===== src/rtl/riscv_pkg.sv =====
// Shared core types for the writeback path: datapath widths, arbiter state
// encoding and the writeback request payload.
package riscv_pkg;

  localparam int XLEN     = 32;
  localparam int RA_W     = 5;
  localparam int STARVE_W = 4;

  typedef enum logic [0:0] {
    PRI_MEM = 1'b0,
    PRI_ALU = 1'b1
  } arb_state_t;

  typedef struct packed {
    logic [RA_W-1:0] rd;
    logic [XLEN-1:0] data;
  } wb_req_t;

endpackage


===== src/rtl/wb_out_reg.sv =====
// Registered writeback stage: captures the granted payload one cycle after
// the handshake and suppresses writes to x0.
module wb_out_reg
  import riscv_pkg::*;
(
  input  logic            clk,
  input  logic            rst_n,
  input  logic            xfer_i,
  input  wb_req_t         req_i,
  output logic            we_o,
  output logic [RA_W-1:0] rd_o,
  output logic [XLEN-1:0] data_o
);

  logic    we_q;
  wb_req_t req_q;

  // Write enable pulses for the cycle after each accepted non-x0 transfer.
  // NOTE: sequential state uses <= so every flop samples pre-edge values.
  always_ff @(posedge clk or negedge rst_n) begin
    if (!rst_n) begin
      we_q <= 1'b0;
    end else begin
      we_q <= xfer_i && (req_i.rd != '0);
    end
  end

  // Payload holds the last accepted request between transfers.
  always_ff @(posedge clk or negedge rst_n) begin
    if (!rst_n) begin
      req_q <= '0;
    end else if (xfer_i) begin
      req_q <= req_i;
    end
  end

  assign we_o   = we_q;
  assign rd_o   = req_q.rd;
  assign data_o = req_q.data;

endmodule


===== src/rtl/wb_port_arbiter.sv =====
// Two-requester arbiter for the register-file write port. Loads have fixed
// priority; an ALU request denied STARVE_MAX times in a row gets one forced
// grant. Datapath widths come from riscv_pkg (XLEN, RA_W).
module wb_port_arbiter
  import riscv_pkg::*;
#(
  parameter int STARVE_MAX = 3   // legal 1..15
) (
  input  logic            clk,
  input  logic            rst_n,
  input  logic            alu_valid,
  input  logic [RA_W-1:0] alu_rd,
  input  logic [XLEN-1:0] alu_data,
  output logic            alu_ready,
  input  logic            mem_valid,
  input  logic [RA_W-1:0] mem_rd,
  input  logic [XLEN-1:0] mem_data,
  output logic            mem_ready,
  output logic            wb_we,
  output logic [RA_W-1:0] wb_rd,
  output logic [XLEN-1:0] wb_data,
  output logic            alu_forced
);

  localparam logic [STARVE_W-1:0] STARVE_MAX_C  = STARVE_W'(STARVE_MAX);
  localparam logic [STARVE_W-1:0] STARVE_LAST_C = STARVE_W'(STARVE_MAX - 1);

  arb_state_t           state_q, state_d;
  logic [STARVE_W-1:0]  starve_cnt_q, starve_cnt_d;
  logic                 alu_xfer, mem_xfer, alu_denied;
  wb_req_t              wb_req;

  // Grant decode: priority follows the state, readies held low in reset.
  // NOTE: every always_comb output gets a default first, so no latch is inferred.
  always_comb begin
    alu_ready = 1'b0;
    mem_ready = 1'b0;
    if (rst_n) begin
      if (state_q == PRI_MEM) begin
        mem_ready = mem_valid;
        alu_ready = alu_valid && !mem_valid;
      end else begin
        alu_ready = alu_valid;
        mem_ready = mem_valid && !alu_valid;
      end
    end
  end

  assign alu_xfer   = alu_valid && alu_ready;
  assign mem_xfer   = mem_valid && mem_ready;
  assign alu_denied = alu_valid && !alu_ready;

  // Payload select for whichever requester transfers this cycle.
  always_comb begin
    wb_req.rd   = mem_rd;
    wb_req.data = mem_data;
    if (alu_xfer) begin
      wb_req.rd   = alu_rd;
      wb_req.data = alu_data;
    end
  end

  // Starvation counter: counts consecutive ALU denials, saturating.
  always_comb begin
    starve_cnt_d = starve_cnt_q;
    if (!alu_valid || alu_xfer) begin
      starve_cnt_d = '0;
    end else if (starve_cnt_q != STARVE_MAX_C) begin
      starve_cnt_d = starve_cnt_q + 4'd1;
    end
  end

  // Priority FSM: the last tolerated denial flips priority so the ALU wins
  // next cycle; priority returns to loads once the ALU is served or leaves.
  always_comb begin
    state_d = state_q;
    unique case (state_q)
      PRI_MEM: if (alu_denied && starve_cnt_q == STARVE_LAST_C) state_d = PRI_ALU;
      PRI_ALU: if (alu_xfer || !alu_valid) state_d = PRI_MEM;
    endcase
  end

  // Arbiter state registers.
  always_ff @(posedge clk or negedge rst_n) begin
    if (!rst_n) begin
      state_q      <= PRI_MEM;
      starve_cnt_q <= '0;
    end else begin
      state_q      <= state_d;
      starve_cnt_q <= starve_cnt_d;
    end
  end

  assign alu_forced = (state_q == PRI_ALU);

  wb_out_reg u_wb_out_reg (
    .clk    (clk),
    .rst_n  (rst_n),
    .xfer_i (alu_xfer || mem_xfer),
    .req_i  (wb_req),
    .we_o   (wb_we),
    .rd_o   (wb_rd),
    .data_o (wb_data)
  );

  // Grants are exclusive, and a pending ALU request is never denied more
  // than STARVE_MAX times in a row.
  assert property (@(posedge clk) disable iff (!rst_n) !(alu_ready && mem_ready));
  assert property (@(posedge clk) disable iff (!rst_n) alu_denied |-> (starve_cnt_q < STARVE_MAX_C));

endmodule

===== config.mk =====
export PLATFORM = sky130hd
export DESIGN_NAME = wb_port_arbiter
export DESIGN_NICKNAME = d
export VERILOG_FILES = /design/src/rtl/riscv_pkg.sv /design/src/rtl/wb_out_reg.sv /design/src/rtl/wb_port_arbiter.sv
export SDC_FILE = /design/constraint.sdc
export NUM_CORES = 1
export LEC_CHECK = 0
export ABC_AREA = 1
export ABC_CLOCK_PERIOD_IN_PS = 3750
export BUFFER_PORTS_ARGS = -buffer_cell sky130_fd_sc_hd__buf_2
export CAP_MARGIN = 20
export CELL_PAD_IN_SITES_DETAIL_PLACEMENT = 1
export CELL_PAD_IN_SITES_GLOBAL_PLACEMENT = 2
export CORE_ASPECT_RATIO = 1.25
export CORE_MARGIN = 2
export CORE_UTILIZATION = 26
export CTS_BUF_LIST = sky130_fd_sc_hd__clkbuf_8
export DETAILED_ROUTE_END_ITERATION = 8
export MAX_ROUTING_LAYER = met4
export PLACE_DENSITY = 0.86
export RECOVER_POWER = 100
export SYNTH_ARGS = -nofsm -noshare
export SYNTH_HDL_FRONTEND = slang
export SYNTH_SLANG_ARGS = --single-unit

===== constraint.sdc =====
create_clock -name clk -period 3.75 [get_ports clk]
set_clock_uncertainty 0.15 [all_clocks]
set_input_delay 0.75 -clock clk [delete_from_list [all_inputs] [get_ports clk]]
set_output_delay 0.75 -clock clk [all_outputs]
set_load 0.05 [all_outputs]

## Word level (Yosys, flattened, before mapping)

Cells that the tools add are included.
W data, S select, Z words.

| cells by class | value |
|---|---|
| add/subtract/negate cells | 1 |
| equality and inequality tests | 2 |
| muxes and demuxes | 10 |
| bitwise logic cells | 1 |
| reductions and logical operators | 14 |

Operators by type and width:

| kind | count |
|---|---|
| $mux W37 | 1 |
| $mux W4 | 2 |
| $logic_and A1 B1 Y1 | 7 |
| $mux W1 | 6 |
| $reduce_bool A5 Y1 | 1 |
| $add A4 B1 Y4 const B | 1 |
| $eq A4 B2 Y1 const B | 1 |
| $ne A4 B2 Y1 const B | 1 |
| $logic_not A1 Y1 | 3 |
| $logic_or A1 B1 Y1 | 2 |
| $pmux W1 S2 | 1 |
| $reduce_bool A2 Y1 | 1 |
| $not A1 Y1 | 1 |

| word-level totals | value |
|---|---|
| flip-flop bits (word level) | 43 |
| input bits | 78 |
| output and inout port bits | 41 |
| word-level logic and storage cells | 33 |

## Logic depth before layout (Yosys ltp)

Gate-level depths: netlist of run 1.

| depth | value |
|---|---|
| word-level depth | 9 |
| gate-level depth with buffers | 9 |
| depth with buffers taken out | 8 |

## By module

A second synthesis of run 1 with hierarchy kept.

| second synthesis, totals | value |
|---|---|
| cell total of the unflattened synthesis | 318 |
| area total of the unflattened synthesis | 2,334.7 µm² |

Modules (own cells, without submodules):

| module | instances | cells an instance | area each (µm²) | sequential area each (µm²) |
|---|---|---|---|---|
| wb_out_reg | 1 | 162 | 1,531.5 | 950.9 |
| wb_port_arbiter | 1 | 156 | 803.3 | 125.1 |

## Worst setup path after synthesis of run 1

OpenSTA, ideal clock, no wires.

| timing path | value |
|---|---|
| path type | input-to-output |
| from | input port mem_valid |
| to | output port mem_ready |
| arrival time | 1.281 ns |
| required time | 2.850 ns |
| setup slack | 1.569 ns |
| stages on the path | 2 |
| path buffers | 0 |
| cells stage by stage | nand2_1 > a21oi_2 |

| between the ends | value |
|---|---|
| longest elaborated chain between the ends | 3 |

Ends and longest elaborated chain:

| what | line | text |
|---|---|---|
| start: declaration | wb_port_arbiter.sv:15 | `input logic mem_valid,` |
| $logic_and A1 B1 Y1 | wb_port_arbiter.sv:44 | `mem_ready = mem_valid && !alu_valid;` |
| $mux W1 * | wb_port_arbiter.sv:39 | `if (state_q == PRI_MEM) begin` |
| $mux W1 * | wb_port_arbiter.sv:38 | `if (rst_n) begin` |
| end: declaration | wb_port_arbiter.sv:18 | `output logic mem_ready,` |

Every way passes the cells marked *; elsewhere a longest branch is shown, timed or not.

## Final worst setup path of run 1

| timing path | value |
|---|---|
| from | input port rst_n |
| to | output port alu_ready |

| between the ends | value |
|---|---|
| longest elaborated chain between the ends | 1 |

Ends and longest elaborated chain:

| what | line | text |
|---|---|---|
| start: declaration | wb_port_arbiter.sv:10 | `input logic rst_n,` |
| $mux W1 | wb_port_arbiter.sv:38 |  |
| end: declaration | wb_port_arbiter.sv:14 | `output logic alu_ready,` |

Every way passes these cells.

==> flow_metrics.tcl, run 1 <==
set metrics [dict create \
    synth.area.top_cells "dfrtp_1 (54%), o22ai_1 (10%), nor3_1 (8.1%)" \
    cp-end-kind "primary output" \
    ys_types 21 \
    p_leak_nw 1.25 \
    grt_overflow 0 \
    grt.total_usage_pct 15.2 \
    synth-seq-cells 43 \
    layout_commonest_cell "buf_2" \
    seq_power_share_pct 41.9 \
    dieArea_um2 8350 \
    yosys_warnings 0 \
    setup-tns-final_ns 0 \
    grt_start_max_net_pins 41 \
    cp_data_required_time_ns 2.85 \
    pwr-share-clk_pct 24.6 \
    grtUsageMet1_pct 16.9 \
    worst_pin_slew_ns 1.40 \
    grt_pass1_wl_mm 9.40 \
    p_int_w 0.000799 \
    stdcell_area_um2 2680 \
    routedWlPerCell_um 14.0 \
    pin_count 119 \
    cts_made_buffers 5 \
    dr.pass1.iters 4 \
    fp.dieH_um 102 \
    yosys.area.top_type_share_pct 54.3 \
    r2r_slack_ns 1.78 \
    grtUsageMet2_pct 26.7 \
    period_needed_ns 2.99 \
    synth_xor_area_share_pct 0.883 \
    final_cells 428 \
    hold_viol 0 \
    yosys.area.top_type "dfrtp_1" \
    hpwl_mm 4.48 \
    switching_share_pct 40.2 \
    area_delta_synth_final_pct 35.3 \
    routabilityCongestion 0.718 \
    synthAdderAreaFrac_pct 1.26 \
    avgSynthCellArea_um2 9.06 \
    nets 415 \
    slew_headroom_pct 6.87 \
    irDropWorstVdd_mv 0.174 \
    antenna_cells 0 \
    drc 0 \
    cts_resized 0 \
    port_buffers 118 \
    final-seq-area_um2 1080 \
    wirelength_mm 6.01 \
    busiest_layer "met2" \
    start_kind "input port" \
    fp.dieW_um 82.1 \
    cts_sinks 43 \
    htreeDepth 2 \
    grt_setup_unrepaired "no" \
    core_area_um2 7400 \
    cts_root_buffer "clkbuf_8" \
    viasPerCell 4.67 \
    fin_ws_ns 0.759 \
    p_comb_share_pct 33.5 \
    synth-compound-area-share_pct 13.7 \
    antenna_found_initial 0 \
    clkLatencyLatePin_ns 0.29 \
    placed_area_um2 2620 \
    post_cts_buffers 0 \
    criticalPathCategory "input port to primary output" \
    muxShareOfSynthArea_pct 0 \
    dp.cells 419 \
    syn_inst 219 \
    synth_top_family_by_area "simple AND/OR/NAND/NOR gates" \
    setup_viol 0 \
    p_sw_w 0.000538 \
    p_per_area_nw_per_um2 498 \
    ctsHoldBuffers 0 \
    arrival_ns 2.09 \
    place_ws_ns 1.09 \
    fillCellCount 943 \
    syn-cell-area_um2 1980 \
    crit_fanout 40 \
    rows 35 \
    via_count 1999 \
    cts_tree "done" \
    multi_input_area_um2 741 \
    yosysSeqAreaShare_pct 54.3 \
    yosys.area_share.simple_pct 21.7 \
    final_cell_mix "buf_2 (76), clkbuf_1 (44), dfrtp_1 (43), nor2_1 (38)" \
    min_period_over_period_pct 79.8 \
    maxCapViolations 0 \
    fmax_mhz 334 \
    initial_core_util_pct 26.8 \
    syn-num-nets 299 \
    grt_pass1_vias 2032 \
    layout-drive-gt1-share_pct 27.4 \
    grtUsageMet3_pct 3.03 \
    drt-initial-drc-count 87 \
    slew_violations 0 \
    status "finished, final reports clean" \
    clk_pin_slew_ns 0.08 \
    hp-class "register to register" \
    ant_nets 0 \
    cts_buffer_depth 2 \
]
==> layout make-up <==
| class | count | share of cell area, % |
|---|---|---|
| repair buffers | 123 | 21.9 |
| flip-flops and latches | 43 | 40.1 |
| clock buffers | 7 | 3.59 |
| clock inverters | 1 | 0.280 |
| inverters | 16 | 2.24 |
| well taps | 92 | 4.29 |
| multi-input cells | 146 | 27.6 |
==> worst paths after layout <==
check | start | cells past startpoint | end
setup / recovery | rst_n | 6 | alu_ready
hold / removal | u_wb_out_reg.rd_o[4] | 2 | u_wb_out_reg.rd_o[4]
setup reg to reg | alu_forced | 8 | starve_cnt_q[1]
hold reg to reg | u_wb_out_reg.rd_o[4] | 2 | u_wb_out_reg.rd_o[4]
max in group asynchronous | rst_n | 2 | u_wb_out_reg.data_o[8]
min in group asynchronous | rst_n | 2 | u_wb_out_reg.rd_o[0]
==> through the flow <==
stage | hold slack (ns) | total power, W | utilization [%]
final | 0.343 | 0.00134 | 36.3
after global routing | 0.372 | 0.00142 | 36.3
after CTS | 0.327 | 0.00137 | 36.8
after detailed placement | 0.325 | 0.00104 | 35.4
after global placement | 0.313 | 0.00103 | 35.4
after floorplan | 0.304 | 0.000894 | -
==> synthesized netlist by cell type <==
cell      count
nor2_1       38
o21ai_0       6
o22ai_1      32
and3_1        1
buf_4         3
inv_1        13
nor3_1       32
nand2_1      19
buf_2         7
dfrtp_1      43
a21oi_1       3
nand3_1       5
nand2_4       1
o21ai_2       2
ha_1          2
a21oi_2       1
xor2_1        2
nand2_2       1
nand3b_1      1
buf_6         4
inv_2         3
==> flip-flops by register name (all words and copies together) (netlist names) <==
| register | count |
|---|---|
| u_wb_out_reg.we_o | 1 |
| u_wb_out_reg.rd_o | 5 |
| starve_cnt_q | 4 |
| u_wb_out_reg.data_o | 32 |
| alu_forced | 1 |
==> per-layer routing <==
metal  up-vias  part of all wire [%]  wire (um)
met4         0                   1.3         78
met5         -                     0          0
met2        76                    50       3010
met1       936                    41       2450
met3         7                   7.8        470
li1        980                     -          -
==> critical path, cell delays in order <==
cell and delay, ns:
clkbuf_1 0.15, nand2_1 0.09, inv_1 0.14, nand2_4 0.27
inv_1 0.17, clkbuf_1 0.50
==> power by group through the flow <==
| stage | registers, W | clock network, W | logic (W) |
|---|---|---|---|
| finish | 0.000560 | 0.000329 | 0.000447 |
| global route | 0.000569 | 0.000365 | 0.000483 |
| CTS | 0.000559 | 0.000346 | 0.000470 |
| detailed placement | 0.000568 | 0 | 0.000469 |
| global placement | 0.000566 | 0 | 0.000462 |
| floorplan | 0.000775 | 0 | 0.000119 |
==> cell families after synthesis <==
| group | after synthesis |
|---|---|
| AOI/OAI and AO/OA | 44 |
| xor gates and xnor gates | 2 |
| adders and majority gates | 2 |
| buffers and inverters | 30 |
| DFF | 43 |
| and+or+nand+nor | 98 |
No activity file was read; power rests on OpenSTA's default activity.
==> inputs of run 2 (changes only) <==
- ABC_CLOCK_PERIOD_IN_PS: 3750 -> 2500
- CORE_UTILIZATION: 26 -> 21
- PLACE_DENSITY: 0.86 -> 0.74
- clock period: 3.75 -> 2.5 ns (I/O delays scaled with it)
==> run 2 against run 1 <==
  * Global-route usage shrank 1.9 points
  * Sequential power grew 50%
  * Clock power grew 62%
  * First-iteration DRC count shrank 51%
  * Wire length grew 8.1%
  * Cell count grew 7.2%
  * Critical endpoint unchanged
  * Largest cell class unchanged
==> flow_metrics.tcl, run 2 (synthesis gave the netlist of run 1 again) <==
set metrics [dict create \
    htreeDepth 2 \
    rows 39 \
    crit_buf_inv 3 \
    routabilityCongestion 0.741 \
    period_needed_ns 2.19 \
    min_period_over_period_pct 87.7 \
    cts_tree "done" \
    path_cells "clkinv_1 -> nand2_2 -> nand2_4 -> inv_2 -> clkbuf_2" \
    fmax_mhz 456 \
    nets 415 \
    critPathMaxStageDelay_ns 0.42 \
    grt.total_usage_pct 13.2 \
    setup-tns-final_ns 0 \
    initial_core_util_pct 21.6 \
    hp-class "input port to register" \
    grt_pass1_vias 2213 \
    grt_start_max_net_pins 44 \
    hpwl_mm 4.72 \
    dr.pass1.iters 4 \
    setup_viol 0 \
    via_count 1991 \
    crit_slowest_cell "dfrtp_1" \
    start_kind "register" \
    worst_pin_slew_ns 1.11 \
    clkLatencyLatePin_ns 0.29 \
    maxCapViolations 0 \
    stdcell_area_um2 2710 \
    grt_pass1_wl_mm 10.6 \
    critPathLaunch "alu_forced" \
    p_per_area_nw_per_um2 753 \
    cp-end-kind "primary output" \
    hold_viol 0 \
    pin_count 119 \
    r2r_end "u_wb_out_reg.we_o" \
    placed_area_um2 2660 \
    cts_root_buffer "clkbuf_8" \
    wirelength_mm 6.50 \
    cts_sinks 43 \
    antenna_found_initial 1 \
    viasPerCell 4.34 \
    hold_depth 3 \
    ctsHoldBuffers 0 \
    grt_setup_unrepaired "no" \
    cts_made_buffers 5 \
    routedWlPerCell_um 14.2 \
    drt-initial-drc-count 43 \
    timing.rr.start "alu_forced" \
    crit_cells 5 \
    port_buffers 118 \
    ant_nets 0 \
    core_area_um2 9170 \
    cts_resized 0 \
    final_cell_mix "buf_2 (76), dfrtp_1 (43), clkbuf_1 (41), nor2_1 (38)" \
    largest_reg_flops 32 \
    layout_commonest_cell "buf_2" \
    crit_fanout 16 \
    fp.dieH_um 113 \
    cp_data_required_time_ns 1.85 \
    dieArea_um2 10200 \
    post_cts_buffers 0 \
    cp-endpoint "alu_ready" \
    drc 0 \
    irDropWorstVdd_mv 0.247 \
    area_delta_synth_final_pct 36.6 \
    critPathTopFamily "buffers and inverters" \
    slew_headroom_pct 25.8 \
    criticalPathCategory "register to primary output" \
    ff2ff_path_depth 9 \
    cts_buffer_depth 2 \
    fp.dieW_um 90.9 \
    p_leak_nw 1.25 \
    r2r_slack_ns 0.41 \
    grt_overflow 0 \
    slew_violations 0 \
    status "finished, final reports clean" \
    clk_pin_slew_ns 0.09 \
    layout-drive-gt1-share_pct 28.4 \
    arrival_ns 1.54 \
]
-- run 2: cell type report --
cell class,count,area [um^2]
repair buffers,123,569
well taps,123,154
diodes,1,2.50
clock buffers,5,68.8
multi-input cells,146,744
fillers,1165,6460
inverters,16,60.1
clock inverters,2,33.8
flip-flops and latches,43,1080
-- run 2: metrics by stage --
stage / cells / hold WS, ns / setup WS (ns) / power, W / util [%]
floorplan: 219 / 0.0544 / 0.517 / 0.00134 / -
global placement: 451 / 0.331 / 0.432 / 0.00155 / 29.0
detailed placement: 451 / 0.337 / 0.442 / 0.00156 / 29.0
CTS: 458 / 0.205 / 0.342 / 0.00211 / 30.1
global route: 459 / 0.277 / 0.145 / 0.00216 / 29.5
finish: 459 / 0.283 / 0.307 / 0.00204 / 29.5
-- run 2: layer usage --
layer | GRT usage, % | up-vias | part of all wire (%)
li1 | - | 981 | -
met1 | 15.2 | 948 | 43
met2 | 23.1 | 60 | 51
met3 | 3.42 | 2 | 5.5
met4 | 3.03 | 0 | 0.43
met5 | - | - | 0
-- run 2: worst register-to-register path: stages, from the launching register on --
cell	delay [ns]
dfrtp_1	0.43
clkinv_1	0.07
nand2_2	0.08
nand2_4	0.08
clkbuf_2	0.68
nand2_1	0.15
o21ai_2	0.11
nand2_1	0.08
nor2_1	0.10
nor2_1	0.04
-- run 2: report_power, final --
group | leakage [nW] | switching (W) | internal (W) | total, W
clock | 0.0554 | 0.000243 | 0.000289 | 0.000532
sequential | 0.481 | 0.0000545 | 0.000787 | 0.000842
combinational | 0.716 | 0.000511 | 0.000156 | 0.000667
-- run 2: worst min path at each step --
stage,from,end
2_1_floorplan,rst_n,alu_forced
3_3_place_gp,u_wb_out_reg.rd_o[2],u_wb_out_reg.rd_o[2]
3_5_place_dp,u_wb_out_reg.rd_o[2],u_wb_out_reg.rd_o[2]
4_1_cts,rst_n,u_wb_out_reg.data_o[18]
5_1_grt,mem_data[16],u_wb_out_reg.data_o[16]
6_report,mem_data[11],u_wb_out_reg.data_o[11]
==> inputs of run 3 (changes only) <==
- ABC_CLOCK_PERIOD_IN_PS: 2500 -> 2100
- CORE_UTILIZATION: 21 -> 24
- PLACE_DENSITY: 0.74 -> 0.8
- clock period: 2.5 -> 2.1 ns (I/O delays scaled with it)
==> run 3 against run 2 <==
  * Global-route usage rose by 1.3 points
  * Clock-buffer cell count did not move
  * Sequential share of layout area up 0.67 points
  * Utilization is 3.2 points higher
  * First-iteration DRC count increased by 42%
  * Hold slack got worse by 0.087 ns
  * Sequential cell count unchanged
  * Cell count decreased by 5.0%
  * Clock power is 3% lower
  * Critical path type unchanged
  * Largest power group unchanged
  * Highest routed layer unchanged
==> flow_metrics.tcl, run 3 (synthesis gave the netlist of run 1 again) <==
set metrics [dict create \
    status "finished, final reports clean" \
    via_count 2006 \
    drc 0 \
    fmax_mhz 527 \
    fp.dieH_um 106 \
    htreeDepth 2 \
    start_kind "register" \
    wirelength_mm 6.31 \
    cts_made_buffers 5 \
    seq_power_share_pct 43.3 \
    core_area_um2 8150 \
    fillCellCount 1035 \
    cp-end-kind "primary output" \
    crit_slowest_cell "dfrtp_1" \
    pin_count 119 \
    clk_pin_slew_ns 0.08 \
    worst_pin_slew_ns 1.11 \
    setup_viol 0 \
    grt_start_max_net_pins 44 \
    multi_input_area_um2 737 \
    period_needed_ns 1.90 \
    layout-drive-gt1-share_pct 28.4 \
    p_per_area_nw_per_um2 868 \
    timing.rr.start "alu_forced" \
    drt-initial-drc-count 61 \
    final-seq-area_um2 1080 \
    cts_buffer_depth 2 \
    hold_viol 0 \
    dieArea_um2 9010 \
    initial_core_util_pct 24.3 \
    switching_share_pct 41.5 \
    pwr-share-clk_pct 22.3 \
    grt_pass1_vias 2099 \
    place_ws_ns 0.397 \
    hp-start "mem_data[8]" \
    min_period_over_period_pct 90.4 \
    ant_nets 0 \
    criticalPathCategory "register to primary output" \
    setup-tns-final_ns 0 \
    grt_pass1_wl_mm 10.3 \
    viasPerCell 4.60 \
    p_comb_share_pct 34.4 \
    area_delta_synth_final_pct 34.3 \
    hpwl_mm 4.64 \
    nets 417 \
    antenna_found_initial 1 \
    slew_headroom_pct 26.0 \
    routedWlPerCell_um 14.5 \
    ctsHoldBuffers 0 \
    grt.total_usage_pct 14.6 \
    irDropWorstVdd_mv 0.324 \
    port_buffers 118 \
    p_sw_w 0.000959 \
    p_int_w 0.00135 \
    maxCapViolations 0 \
    cp_data_required_time_ns 1.53 \
    hold_depth 3 \
    largest_reg_flops 32 \
    clkLatencyLatePin_ns 0.29 \
    layout_commonest_cell "buf_2" \
    dr.pass1.iters 4 \
    path_cells "inv_2 -> nand2_2 -> nand2_4 -> inv_1 -> clkbuf_2" \
    slew_violations 0 \
    ff2ff_path_depth 7 \
    post_cts_buffers 0 \
    cts_resized 0 \
    cts_sinks 43 \
    cts_root_buffer "clkbuf_8" \
    grt_setup_unrepaired "no" \
    fin_ws_ns 0.203 \
    routabilityCongestion 0.792 \
    rows 37 \
    arrival_ns 1.33 \
    p_leak_nw 1.25 \
    hp-class "input port to register" \
    critPathMaxStageDelay_ns 0.43 \
    crit_fanout 4 \
    cts_tree "done" \
    final_cell_mix "buf_2 (76), dfrtp_1 (43), clkbuf_1 (41), nor2_1 (38)" \
    grt_overflow 0 \
    fp.dieW_um 85.3 \
    critPathLaunch "alu_forced" \
]
## run 3: metal layers
| layer | up-vias | global-route usage, % | wire length [um] |
|---|---|---|---|
| met2 | 63 | 24.8 | 3150 |
| met3 | 5 | 3.37 | 435 |
| met1 | 952 | 17.6 | 2660 |
| met5 | - | - | 0 |
| met4 | 0 | 3.06 | 59 |
| li1 | 986 | - | - |
## run 3: power by group through the flow
stage / logic [W] / clock network [W] / registers, W
3_5_place_dp: 0.000841 / 0 / 0.00102
3_3_place_gp: 0.000832 / 0 / 0.00101
2_1_floorplan: 0.000212 / 0 / 0.00138
6_report: 0.000795 / 0.000515 / 0.00100
5_1_grt: 0.000854 / 0.000570 / 0.00102
4_1_cts: 0.000842 / 0.000539 / 0.00100
## run 3: stage by stage
stage                     std cells  hold slack, ns  total power [W]  utilization [%]  area [um^2]
final                           436           0.196          0.00231             32.7         2660
after global routing            436           0.201          0.00244             32.7         2660
after CTS                       435           0.108          0.00238             33.5         2730
after detailed placement        427           0.335          0.00186             32.5         2650
after global placement          427           0.337          0.00185             32.5         2650
after floorplan                 219         -0.0256          0.00160                -         1980
## run 3: path summary, 6_finish.rpt
check	slack [ns]	endpoint
max in group asynchronous	0.77	u_wb_out_reg.data_o[4]
min in group asynchronous	0.35	u_wb_out_reg.data_o[9]
worst min register to register	0.35	u_wb_out_reg.rd_o[3]
worst max register to register	0.30	u_wb_out_reg.data_o[0]
worst min-delay path	0.20	u_wb_out_reg.data_o[8]
worst max-delay path	0.20	alu_ready
## run 3: cell type report
cell class / instances / share of cell area (%)
diodes: 1 / 0.0939
clock buffers: 5 / 2.58
multi-input cells: 146 / 27.7
clock inverters: 3 / 0.611
flip-flops and latches: 43 / 40.4
well taps: 97 / 4.56
repair buffers: 125 / 21.8
inverters: 16 / 2.25
## run 3: critical path: cells and delay by family, from the launching register on
| family | cells | cell delay [ns] |
|---|---|---|
| flops | 1 | 0.43 |
| buf+inv | 3 | 0.44 |
| simple gates | 2 | 0.17 |
